File: src/rtl/hoop_round_ctrl_pkg.sv
// Shared definitions for the hoop game front end and its neighbours.
//   state_t        : round state encoding (IDLE / RUN / DONE)
//   DEF_*          : default timing constants and the score width that is
//                    also used by the leaderboard
//   cnt_width()    : counter width helper that never returns 0
package hoop_pkg;

   typedef enum logic [1:0] {
      IDLE = 2'd0,
      RUN  = 2'd1,
      DONE = 2'd2
   } state_t;

   localparam int DEF_CLK_HZ       = 50000000;
   localparam int DEF_GAME_SECS    = 10;
   localparam int DEF_DEBOUNCE_CYC = 500000;
   localparam int DEF_SCORE_W      = 8;

   // $clog2(1) is 0, which would give a zero-width counter
   function automatic int cnt_width(input int n);
      return (n > 1) ? $clog2(n) : 1;
   endfunction

endpackage

File: src/rtl/hoop_round_ctrl_if.sv
// Player/display side signal bundle of hoop_round_ctrl.
//   start, in_switch : raw asynchronous inputs (button, hoop switch)
//   score, time_left : live round status
//   game_active      : high while a round runs
//   game_over        : one-cycle strobe at round end, final_score valid with it
//   basket           : one-cycle strobe per counted basket
// master = environment that drives the raw inputs, slave = the controller.
interface hoop_round_ctrl_if
   import hoop_pkg::*;
#(
   parameter int SCORE_W = DEF_SCORE_W
);
   logic               start;
   logic               in_switch;
   logic [SCORE_W-1:0] score;
   logic [7:0]         time_left;
   logic               game_active;
   logic               game_over;
   logic [SCORE_W-1:0] final_score;
   logic               basket;

   modport master (
      output start, in_switch,
      input  score, time_left, game_active, game_over, final_score, basket
   );

   modport slave (
      input  start, in_switch,
      output score, time_left, game_active, game_over, final_score, basket
   );
endinterface

File: src/rtl/hoop_round_ctrl_debounce.sv
// hoop_debounce: 2-flop synchroniser, hold-time debouncer and rising-edge
// strobe for one raw asynchronous input.
//   clock, reset : system clock, synchronous active-low reset
//   raw          : asynchronous bouncy input
//   rise         : one-cycle strobe when the debounced level goes 0->1
module hoop_debounce
   import hoop_pkg::*;
#(
   parameter int DEBOUNCE_CYC = DEF_DEBOUNCE_CYC
) (
   input  logic clock,
   input  logic reset,
   input  logic raw,
   output logic rise
);
   localparam int CNT_W = cnt_width(DEBOUNCE_CYC);
   localparam logic [CNT_W-1:0] CNT_LAST = CNT_W'(DEBOUNCE_CYC - 1);

   logic [1:0]       sync_reg;
   logic             level_reg;
   logic             rise_reg;
   logic [CNT_W-1:0] cnt_reg;

   // The counter only advances on consecutive cycles that disagree with the
   // accepted level; any agreeing cycle restarts the hold window.
   always_ff @(posedge clock) begin
      if (!reset) begin
         sync_reg  <= '0;
         level_reg <= 1'b0;
         rise_reg  <= 1'b0;
         cnt_reg   <= '0;
      end else begin
         sync_reg <= {sync_reg[0], raw};
         rise_reg <= 1'b0;
         if (sync_reg[1] == level_reg) begin
            cnt_reg <= '0;
         end else if (cnt_reg == CNT_LAST) begin
            cnt_reg   <= '0;
            level_reg <= sync_reg[1];
            rise_reg  <= sync_reg[1];
         end else begin
            cnt_reg <= cnt_reg + CNT_W'(1);
         end
      end
   end

   assign rise = rise_reg;

endmodule

File: src/rtl/hoop_round_ctrl.sv
// hoop_round_ctrl: game-round front end. Conditions the hoop switch, runs the
// countdown and counts baskets while a round is live.
//   clock, reset : system clock, synchronous active-low reset
//   bus (slave)  : start/in_switch in; score, time_left, game_active,
//                  game_over, final_score, basket out
module hoop_round_ctrl
   import hoop_pkg::*;
#(
   parameter int CLK_HZ       = DEF_CLK_HZ,
   parameter int GAME_SECS    = DEF_GAME_SECS,
   parameter int DEBOUNCE_CYC = DEF_DEBOUNCE_CYC,
   parameter int SCORE_W      = DEF_SCORE_W
) (
   input  logic             clock,
   input  logic             reset,
   hoop_round_ctrl_if.slave bus
);
   localparam int TICK_W = cnt_width(CLK_HZ);
   localparam logic [TICK_W-1:0]  TICK_LAST = TICK_W'(CLK_HZ - 1);
   localparam logic [7:0]         SECS_INIT = 8'(GAME_SECS);
   localparam logic [SCORE_W-1:0] SCORE_MAX = '1;

   state_t             state_reg, state_next;
   logic [1:0]         start_sync_reg;
   logic               start_prev_reg;
   logic               start_rise;
   logic               shot;
   logic [TICK_W-1:0]  tick_reg, tick_next;
   logic [7:0]         time_left_reg, time_left_next;
   logic [SCORE_W-1:0] score_reg, score_next;
   logic [SCORE_W-1:0] final_score_reg, final_score_next;
   logic               game_over_reg, game_over_next;
   logic               basket_reg, basket_next;

   hoop_debounce #(.DEBOUNCE_CYC(DEBOUNCE_CYC)) u_switch (
      .clock (clock),
      .reset (reset),
      .raw   (bus.in_switch),
      .rise  (shot)
   );

   assign start_rise = start_sync_reg[1] & ~start_prev_reg;

   always_ff @(posedge clock) begin
      if (!reset) begin
         state_reg       <= IDLE;
         start_sync_reg  <= '0;
         start_prev_reg  <= 1'b0;
         tick_reg        <= '0;
         time_left_reg   <= SECS_INIT;
         score_reg       <= '0;
         final_score_reg <= '0;
         game_over_reg   <= 1'b0;
         basket_reg      <= 1'b0;
      end else begin
         state_reg       <= state_next;
         start_sync_reg  <= {start_sync_reg[0], bus.start};
         start_prev_reg  <= start_sync_reg[1];
         tick_reg        <= tick_next;
         time_left_reg   <= time_left_next;
         score_reg       <= score_next;
         final_score_reg <= final_score_next;
         game_over_reg   <= game_over_next;
         basket_reg      <= basket_next;
      end
   end

   always_comb begin
      state_next       = state_reg;
      tick_next        = tick_reg;
      time_left_next   = time_left_reg;
      score_next       = score_reg;
      final_score_next = final_score_reg;
      game_over_next   = 1'b0;
      basket_next      = 1'b0;
      case (state_reg)
         IDLE, DONE: begin
            if (start_rise) begin
               state_next     = RUN;
               tick_next      = '0;
               time_left_next = SECS_INIT;
               score_next     = '0;
            end
         end
         RUN: begin
            if (shot) begin
               basket_next = 1'b1;
               if (score_reg != SCORE_MAX) begin
                  score_next = score_reg + 1'b1;
               end
            end
            if (tick_reg == TICK_LAST) begin
               tick_next = '0;
               if (time_left_reg != 8'd0) begin
                  time_left_next = time_left_reg - 8'd1;
               end
               if (time_left_reg <= 8'd1) begin
                  state_next       = DONE;
                  game_over_next   = 1'b1;
                  // score_next already includes a shot landing on this cycle
                  final_score_next = score_next;
               end
            end else begin
               tick_next = tick_reg + 1'b1;
            end
         end
         default: state_next = IDLE;
      endcase
   end

   assign bus.score       = score_reg;
   assign bus.time_left   = time_left_reg;
   assign bus.game_active = (state_reg == RUN);
   assign bus.game_over   = game_over_reg;
   assign bus.final_score = final_score_reg;
   assign bus.basket      = basket_reg;

endmodule

File: src/flat_wrapper.sv
// flat-port wrapper written by rule: the top's interface ports become plain ports
module hoop_round_ctrl_flat import hoop_pkg::*;
#(
   parameter int CLK_HZ       = DEF_CLK_HZ,
   parameter int GAME_SECS    = DEF_GAME_SECS,
   parameter int DEBOUNCE_CYC = DEF_DEBOUNCE_CYC,
   parameter int SCORE_W      = DEF_SCORE_W
)
  (clock, reset, bus_start, bus_in_switch, bus_score, bus_time_left, bus_game_active, bus_game_over, bus_final_score, bus_basket);
  hoop_round_ctrl_if #(.SCORE_W(SCORE_W)) bus_i ();
  input  logic clock;
  input  logic reset;
  input wire logic [$bits(bus_i.start)-1:0] bus_start;
  input wire logic [$bits(bus_i.in_switch)-1:0] bus_in_switch;
  output wire logic [$bits(bus_i.score)-1:0] bus_score;
  output wire logic [$bits(bus_i.time_left)-1:0] bus_time_left;
  output wire logic [$bits(bus_i.game_active)-1:0] bus_game_active;
  output wire logic [$bits(bus_i.game_over)-1:0] bus_game_over;
  output wire logic [$bits(bus_i.final_score)-1:0] bus_final_score;
  output wire logic [$bits(bus_i.basket)-1:0] bus_basket;
  assign bus_i.start = bus_start;
  assign bus_i.in_switch = bus_in_switch;
  assign bus_score = bus_i.score;
  assign bus_time_left = bus_i.time_left;
  assign bus_game_active = bus_i.game_active;
  assign bus_game_over = bus_i.game_over;
  assign bus_final_score = bus_i.final_score;
  assign bus_basket = bus_i.basket;
  hoop_round_ctrl #(.CLK_HZ(CLK_HZ), .GAME_SECS(GAME_SECS), .DEBOUNCE_CYC(DEBOUNCE_CYC), .SCORE_W(SCORE_W)) u_core (.clock(clock), .reset(reset), .bus(bus_i));
endmodule
File: config.mk
export PLATFORM = sky130hd
export DESIGN_NAME = hoop_round_ctrl_flat
export DESIGN_NICKNAME = d
export VERILOG_FILES = /design/src/rtl/hoop_round_ctrl_pkg.sv /design/src/rtl/hoop_round_ctrl_if.sv /design/src/rtl/hoop_round_ctrl_debounce.sv /design/src/rtl/hoop_round_ctrl.sv /design/src/flat_wrapper.sv
export SDC_FILE = /design/constraint.sdc
export NUM_CORES = 1
export LEC_CHECK = 0
export ABC_AREA = 1
export CORE_MARGIN = 5
export CORE_UTILIZATION = 50
export DETAILED_ROUTE_END_ITERATION = 6
export GPL_TIMING_DRIVEN = 0
export PLACE_DENSITY_LB_ADDON = 0.05
export SYNTH_ARGS = -nofsm -noshare
export SYNTH_HDL_FRONTEND = slang
export SYNTH_HIERARCHICAL = 1
export SYNTH_SLANG_ARGS = --single-unit
File: constraint.sdc
create_clock -name clock -period 2.05 [get_ports clock]
set_input_delay 0.41 -clock clock [delete_from_list [all_inputs] [get_ports clock]]
set_output_delay 0.41 -clock clock [all_outputs]
set_load 0.02 [all_outputs]
== Word level (Yosys, flattened, before mapping) ==
Cells that the tools add are included.

* Bits in registers: 80
* Input bits: 4
* Output and inout port bits: 27
* Word-level logic and storage cells: 63

* Add/subtract/negate cells: 4
* Magnitude comparators: 1
* Equality and inequality tests: 10
* Mux-type cells: 17
* Bitwise operators: 5
* Reductions and logical operators: 13

{| class="wikitable"
|+ Operators by type and width
! kind !! count
|-
| 26-bit 2-to-1 mux || 2
|-
| 26-bit case mux with 2 select lines || 1
|-
| 8-bit 2-to-1 mux || 6
|-
| 8-bit case mux with 2 select lines || 2
|-
| 26-bit by 1-bit adder with 26-bit output (second input constant) || 1
|-
| 26-bit equality test (second input constant) || 1
|-
| 19-bit by 1-bit adder with 19-bit output (second input constant) || 1
|-
| 19-bit equality test (second input constant) || 1
|-
| 3-bit AND reduction || 3
|-
| 8-bit by 1-bit adder with 8-bit output (second input constant) || 1
|-
| 8-bit by 1-bit <= comparator with 1-bit output (second input constant) || 1
|-
| 2-bit by 1-bit != test with 1-bit output (second input constant) || 4
|-
| 8-bit != test (second input constant) || 1
|-
| 8-bit nonzero test || 1
|-
| 8-bit by 1-bit subtractor with 8-bit output (second input constant) || 1
|-
| 2-bit 2-to-1 mux || 3
|-
| 2-bit AND reduction || 3
|-
| 3-bit OR reduction || 2
|-
| 1-bit NOT || 4
|-
| 2-bit case mux with 2 select lines || 1
|-
| 4-bit AND reduction || 1
|-
| 2-bit by 1-bit equality test with 1-bit output (second input constant) || 1
|-
| 2-bit equality test (second input constant) || 1
|-
| 2-bit logical NOT || 1
|-
| 5 further kinds || 6
|}

== Depth between registers and ports, before layout ==
Gate-level depths: netlist of run 1.

* Depth in word-level cells: 4
* Mapped depth: 12
* Gate-level depth less buffers: 12

== Hierarchy ==
Netlist of run 1, hierarchy kept.

{| class="wikitable"
|+ Modules (own cells, without submodules)
! module !! times used !! cells an instance !! area an instance (um^2) !! sequential area each (um^2)
|-
| hoop_round_ctrl || 1 || 499 || 3315.7 || 1141.1
|-
| hoop_debounce || 1 || 174 || 1159.9 || 460.4
|}

== Least setup slack after synthesis of run 1 ==
OpenSTA, ideal clock, no wires.

* Kind: reg2reg
* Start: reg u_core.time_left_reg[0], in the netlist u_core/bus.time_left[0]
* End: reg u_core.final_score_reg[7], in the netlist u_core/bus.final_score[7]
* Library setup time: 0.113 ns
* Data arrival time: 1.566 ns
* Required time: 1.937 ns
* Path slack: 0.371 ns
* Cell stages (with the launch flop): 10
* Buffers on the path: 1
* Clock period less this slack: 1.679 ns
* Cells stage by stage: dfxtp_1 inv_1 ha_1 o21ai_0 nor2_2 nand4_4 buf_6 nand2_2 nand2_1 nor2_1

* Word-level cells in the longest chain between the ends: 2

{| class="wikitable"
|+ RTL lines
! what !! RTL line !! RTL
|-
| start, declared || hoop_round_ctrl.sv:29 || <nowiki>logic [7:0] time_left_reg, time_left_next;</nowiki>
|-
| start signal, assigned || hoop_round_ctrl.sv:60 || <nowiki>time_left_reg <= time_left_next;</nowiki>
|-
| 8-bit by 1-bit <= comparator with 1-bit output || hoop_round_ctrl.sv:97 || <nowiki>if (time_left_reg <= 8'd1) begin</nowiki>
|-
| 3-bit AND reduction (no source line) || n/a ||
|-
| end signal, assigned || hoop_round_ctrl.sv:62 || <nowiki>final_score_reg <= final_score_next;</nowiki>
|-
| end, declared || hoop_round_ctrl.sv:31 || <nowiki>logic [SCORE_W-1:0] final_score_reg, final_score_next;</nowiki>
|}

No other way between the ends.
A chain may end at the register's enable or synchronous reset.

== Worst setup path after layout of run 1 ==
* Start: reg u_core.state_reg[0]
* End: out bus_game_active

* Word-level cells in the longest chain between the ends: 1

{| class="wikitable"
|+ RTL lines
! what !! RTL line !! RTL
|-
| start, declared || hoop_round_ctrl.sv:23 || <nowiki>state_t state_reg, state_next;</nowiki>
|-
| start signal, assigned || hoop_round_ctrl.sv:56 || <nowiki>state_reg <= state_next;</nowiki>
|-
| 2-bit by 1-bit equality test with 1-bit output || hoop_round_ctrl.sv:113 || <nowiki>assign bus.game_active = (state_reg == RUN);</nowiki>
|-
| end, declared || flat_wrapper.sv:17 || <nowiki>output wire logic [$bits(bus_i.game_active)-1:0] bus_game_active;</nowiki>
|}

No other way between the ends.

==> impl_metrics.json, run 1 <==
{
  "cpMaxStageDelayCell": "dfxtp_2",
  "postSynthAreaPerCell_sq_um": 6.65,
  "clk-insertion-delay-late_ns": 0.35,
  "ir_drop_v": 0.000402,
  "cts-hold-fix-buffers": 0,
  "finalNonFillerCells": 826,
  "netlist_area_sq_mm": 0.00448,
  "die_area_sq_mm": 0.0109,
  "hp-class": "register to register",
  "io_pins": 31,
  "criticalPathCategory": "register to output pin",
  "finalWirelength_mm": 10.5,
  "netlist.area_leader.share_pct": 35.8,
  "vias": 4230,
  "drive_above_1_share_pct": 10.3,
  "async_reset_ff_share_pct": 0,
  "die_y_microns": 105,
  "synth_edf_count": 0,
  "die_w_microns": 105,
  "cp.required_ns": 1.64,
  "worst_slack_ns": 0.114,
  "cap_viol_max_count": 0,
  "grt.total_usage_pct": 19.7,
  "worst_hold_slack_ns": 0.419,
  "fin_tns_setup_ns": 0,
  "powerDensity_mw_per_mm2": 607,
  "dp_slack_ns": -0.116,
  "cts.htree.levels": 3,
  "synth-seq-cells": 80,
  "path_clk_slew_ns": 0.08,
  "start_util_pct": 51.3,
  "power_leakage_nw": 2.06,
  "yosysTopAreaCell": "dfxtp_1",
  "ant_nets": 0,
  "grt_pass1_wl_mm": 18.1,
  "critPathCaptureType": "output pin",
  "maxSlewViolCount": 0,
  "syn_nets": 682,
  "tightest_slew_ns": 0.516,
  "nFillCells": 880,
  "status": "completed",
  "grt_pass1_vias": 3935,
  "dr.pass1.iters": 5,
  "antenna_found_initial": 0,
  "drtIter0Drc": 204,
  "fin_crit_ns": 1.94,
  "via_per_inst": 5.12,
  "cp_cell_sequence": "inv_2 -> or2_1 -> buf_6 -> inv_6 -> clkdlybuf4s15_2",
  "grt_overflow": 0,
  "drcViolationCount": 0,
  "cts_sinks": 80,
  "cts_buffer_depth": 2,
  "synthCells": 673,
  "crit_arrival_ns": 1.53,
  "ys_seq_area_share_pct": 35.8,
  "setup_viol": 0,
  "skew_ns": 0.00801,
  "cpPeakStageDelay_ns": 0.36,
  "wl_per_cell_microns": 12.7,
  "synth_ff_type": "dfxtp_1",
  "area_growth_pct": 14.7,
  "yosysUniqueCellTypes": 43,
  "hold_viol": 0,
  "rows": 34,
  "place_inst": 811,
  "largest_reg_flops": 26,
  "finalWeightedCongestion": 0.910,
  "design.core.area_sq_mm": 0.00872,
  "rsz0062_at_grt": "no",
  "fmax_ghz": 0.516,
  "fin_nets": 722,
  "fin_crit_sh_pct": 94.5,
  "synthTopCellsByArea": "dfxtp_1, nand2_1, nor2_1",
  "cts_tree": "built",
  "yosysWarnings": 6,
  "hpwlAfterDp_mm": 7.85,
  "cp_max_fo": 13,
  "antenna_cells": 0,
  "grt_max_degree": 15,
  "cts-root-buf": "clkbuf_8",
  "numCtsBuffers": 9,
  "port-buffer-count": 30,
  "relSlewSlack_pct": 65.6,
  "fin_util_pct": 58.9,
  "startpoint_type": "register"
}
worst max-delay path: cells and delay by family, from the launching register on:
kind | cells | cell delay, ns
buffers and inverters | 4 | 0.60
DFF | 1 | 0.36
and+or+nand+nor | 1 | 0.22
final timing paths:
| check | from | end | slack, ns | depth (start not counted) |
|---|---|---|---|---|
| setup / recovery | u_core/state_reg[0]$_SDFFE_PN0P_ | bus_game_active | 0.11 | 5 |
| setup reg to reg | u_core/bus.time_left[0]$_SDFFE_PN0P_ | u_core/bus.final_score[6]$_SDFFE_PN0P_ | 0.22 | 8 |
| hold / removal | u_core/start_sync_reg[0]$_SDFF_PN0_ | u_core/start_sync_reg[1]$_SDFF_PN0_ | 0.42 | 2 |
| hold reg to reg | u_core/start_sync_reg[0]$_SDFF_PN0_ | u_core/start_sync_reg[1]$_SDFF_PN0_ | 0.42 | 2 |
area by class of cell:
type / count / area [sq um] / area share [%]
multi-input combinational: 493 / 2440 / 47.6
sequential: 80 / 1600 / 31.2
inverter: 86 / 332 / 6.46
timing repair buffer: 30 / 302 / 5.87
tap: 108 / 135 / 2.63
clock buffer: 10 / 128 / 2.49
buffer: 13 / 98.8 / 1.93
clock inverter: 6 / 92.6 / 1.80
power by group:
group          internal (mW)  switching (mW)  total, mW  leakage (nW)
Combinational         0.0777           0.156      0.234          1.31
Sequential              1.57          0.0154       1.59         0.647
Clock                  0.693           0.603       1.30         0.103
cell families after synthesis:
| logic type | Yosys count | synth area share, % |
|---|---|---|
| AOI/OAI and AO/OA | 62 | 7.58 |
| adders and majority gates | 5 | 1.40 |
| buffers and inverters | 100 | 9.67 |
| DFF | 80 | 35.8 |
| and+or+nand+nor | 407 | 41.9 |
| xor gates and xnor gates | 19 | 3.72 |
layer usage:
metal  global-route usage, %  wire [microns]  vias up
met4                    5.75              83        0
li1                        -               -     2202
met3                    3.95             482        6
met2                    32.4            4930       93
met1                    26.3            5000     1929
met5                       0               0        -
repair_timing:
action                                  in CTS  in global routing
setup buffers                                0                  0
endpoints found under the setup margin       1                  3
resized for setup                            3                  3
cells in the mapped netlist (6+ instances only):
library cell,count
a21oi_1,38
buf_2,6
dfxtp_1,80
inv_1,80
nand2_1,187
nand2_2,8
nand3_1,44
nand4_1,13
nor2_1,102
nor2_2,9
nor3_1,12
o21ai_0,17
xor2_1,17
cell usage in the layout, fill, tap and decap left out, types with 9 or more instances in the layout:
cell type / netlist / layout
inv_1: 80 / 80
a21oi_1: 38 / 38
nor2_1: 102 / 102
nand2_1: 187 / 187
o21ai_0: 17 / 17
nor3_1: 12 / 12
clkbuf_8: 1 / 10
nand4_1: 13 / 13
clkdlybuf4s50_1: 0 / 29
nor2_2: 9 / 9
dfxtp_1: 80 / 79
nand3_1: 44 / 44
xor2_1: 17 / 17
through the flow:
stage / power (mW) / area (sq um)
5_1_grt: 3.26 / 5130
4_1_cts: 3.16 / 5130
3_3_place_gp: 1.85 / 4910
2_1_floorplan: 1.78 / 4480
6_report: 3.11 / 5130
3_5_place_dp: 1.86 / 4910
No activity file was read; power rests on OpenSTA's default activity.
==> run 2: changes to the inputs <==
Settings changed: SKIP_CTS_REPAIR_TIMING set to 1.
==> impl_metrics.json, run 2 (synthesis results as in run 1) <==
{
  "cpMaxStageDelayCell": "dfxtp_2",
  "status": "completed",
  "cp_max_fo": 10,
  "worst_slack_ns": 0.0906,
  "grt_max_degree": 15,
  "post_dp_cell_area_sq_mm": 0.00491,
  "cts_buffer_depth": 2,
  "criticalPathCategory": "register to output pin",
  "crit_arrival_ns": 1.55,
  "port-buffer-count": 30,
  "cpPeakStageDelay_ns": 0.36,
  "powerDensity_mw_per_mm2": 607,
  "rows": 34,
  "hpwlAfterDp_mm": 7.85,
  "fin_util_pct": 58.9,
  "largest_reg_flops": 26,
  "grt.total_usage_pct": 19.8,
  "area_growth_pct": 14.7,
  "hold_viol": 0,
  "io_pins": 31,
  "min_from": "u_core/start_sync_reg[0]$_SDFF_PN0_",
  "design.core.area_sq_mm": 0.00872,
  "rr_endpoint": "u_core/bus.final_score[6]$_SDFFE_PN0P_",
  "die_area_sq_mm": 0.0109,
  "cpLargestDelayFamily": "buffers and inverters",
  "dp_slack_ns": -0.116,
  "finalWeightedCongestion": 0.910,
  "finalNonFillerCells": 827,
  "tightest_slew_ns": 0.531,
  "place_inst": 811,
  "hp-class": "register to register",
  "antenna_found_initial": 0,
  "fin_crit_sh_pct": 95.6,
  "vias": 4220,
  "via_per_inst": 5.10,
  "cp_cell_sequence": "inv_2 -> or2_1 -> buf_6 -> inv_4 -> buf_4 -> buf_4",
  "die_w_microns": 105,
  "grt_overflow": 0,
  "path_clk_slew_ns": 0.08,
  "maxSlewViolCount": 0,
  "drtIter0Drc": 235,
  "grt_pass1_wl_mm": 18.1,
  "numCtsBuffers": 9,
  "cts_tree": "built",
  "cp_common_cell": "buf_4",
  "fin_crit_ns": 1.96,
  "start_util_pct": 51.3,
  "startpoint_type": "register",
  "relSlewSlack_pct": 64.6,
  "fmax_ghz": 0.510,
  "grt_pass1_vias": 3926,
  "cap_viol_max_count": 0,
  "rsz0062_at_grt": "no",
  "die_y_microns": 105,
  "cts_sinks": 80,
  "clk-insertion-delay-late_ns": 0.35,
  "critPathCaptureType": "output pin",
  "holdPathEnd": "u_core/start_sync_reg[1]$_SDFF_PN0_",
  "reg2regPathDepth": 8,
  "worst_hold_slack_ns": 0.419,
  "nFillCells": 880,
  "crit_buf_inv": 5,
  "fin_nets": 723,
  "cp.required_ns": 1.64,
  "final_cell_mix": "nand2_1, nor2_1, inv_1",
  "ir_drop_v": 0.000402,
  "drcViolationCount": 0,
  "antenna_cells": 0,
  "layout_commonest_cell": "nand2_1",
  "finalWirelength_mm": 10.5,
  "drive_above_1_share_pct": 10.4,
  "reg2reg_setup_slack_ns": 0.22,
  "power_leakage_nw": 2.07,
  "wl_per_cell_microns": 12.7,
  "hold-path-cell-count": 2,
  "cts-root-buf": "clkbuf_8",
  "dr.pass1.iters": 5,
  "r2r_start": "u_core/bus.time_left[0]$_SDFFE_PN0P_",
  "final_area_sq_mm": 0.00513,
  "cts.htree.levels": 3,
  "ant_nets": 0,
  "skew_ns": 0.00786,
  "setup_viol": 0
}
## run 2: how the worst max path moves through the flow
stage,from,to,slack (ns),cells after the start
floorplan,u_core/bus.time_left[0]$_SDFFE_PN0P_,u_core/bus.final_score[7]$_SDFFE_PN0P_,0.37,9
global placement,u_core/state_reg[0]$_SDFFE_PN0P_,bus_game_active,-0.12,6
detailed placement,u_core/state_reg[0]$_SDFFE_PN0P_,bus_game_active,-0.12,6
CTS,u_core/state_reg[0]$_SDFFE_PN0P_,bus_game_active,-0.52,6
global route,u_core/bus.time_left[0]$_SDFFE_PN0P_,u_core/bus.final_score[6]$_SDFFE_PN0P_,0.006,8
finish,u_core/state_reg[0]$_SDFFE_PN0P_,bus_game_active,0.09,6
## run 2: per-stage QoR
stage | setup TNS (ns) | power (mW)
floorplan | 0 | 1.78
CTS | -0.522 | 3.16
detailed placement | -0.632 | 1.86
global route | 0 | 3.26
finish | 0 | 3.12
global placement | -0.135 | 1.85
## run 2: routing by layer
metal  share of wire (%)  global-route usage [%]  vias to the layer above
li1                    -                       -                     2206
met1                  48                    26.4                     1933
met2                  47                    32.4                       75
met3                 4.1                    3.95                        6
met4                0.80                    5.75                        0
met5                   0                       0                        -
## run 2: report_power, final
group / switching, mW / total (mW) / internal, mW
sequential: 0.0154 / 1.59 / 1.57
combinational: 0.156 / 0.235 / 0.0787
clock: 0.602 / 1.29 / 0.693
total: 0.774 / 3.12 / 2.34
## run 2: final cells by class
type	count	area [sq um]	area share, %
well taps	108	135	2.63
clock buffers	10	128	2.49
flip-flops and latches	80	1600	31.2
inverters	86	329	6.41
plain buffers	14	106	2.07
clock inverters	6	92.6	1.80
multi-input cells	493	2440	47.6
repair buffers	30	298	5.80
## run 2: worst reg2reg max path: cells and delay by family (launching register included)
family	cells	cell delay, ns
DFF	1	0.33
adders and majority gates	1	0.25
and+or+nand+nor	4	0.64
AOI/OAI and AO/OA	1	0.13
buffers and inverters	2	0.38
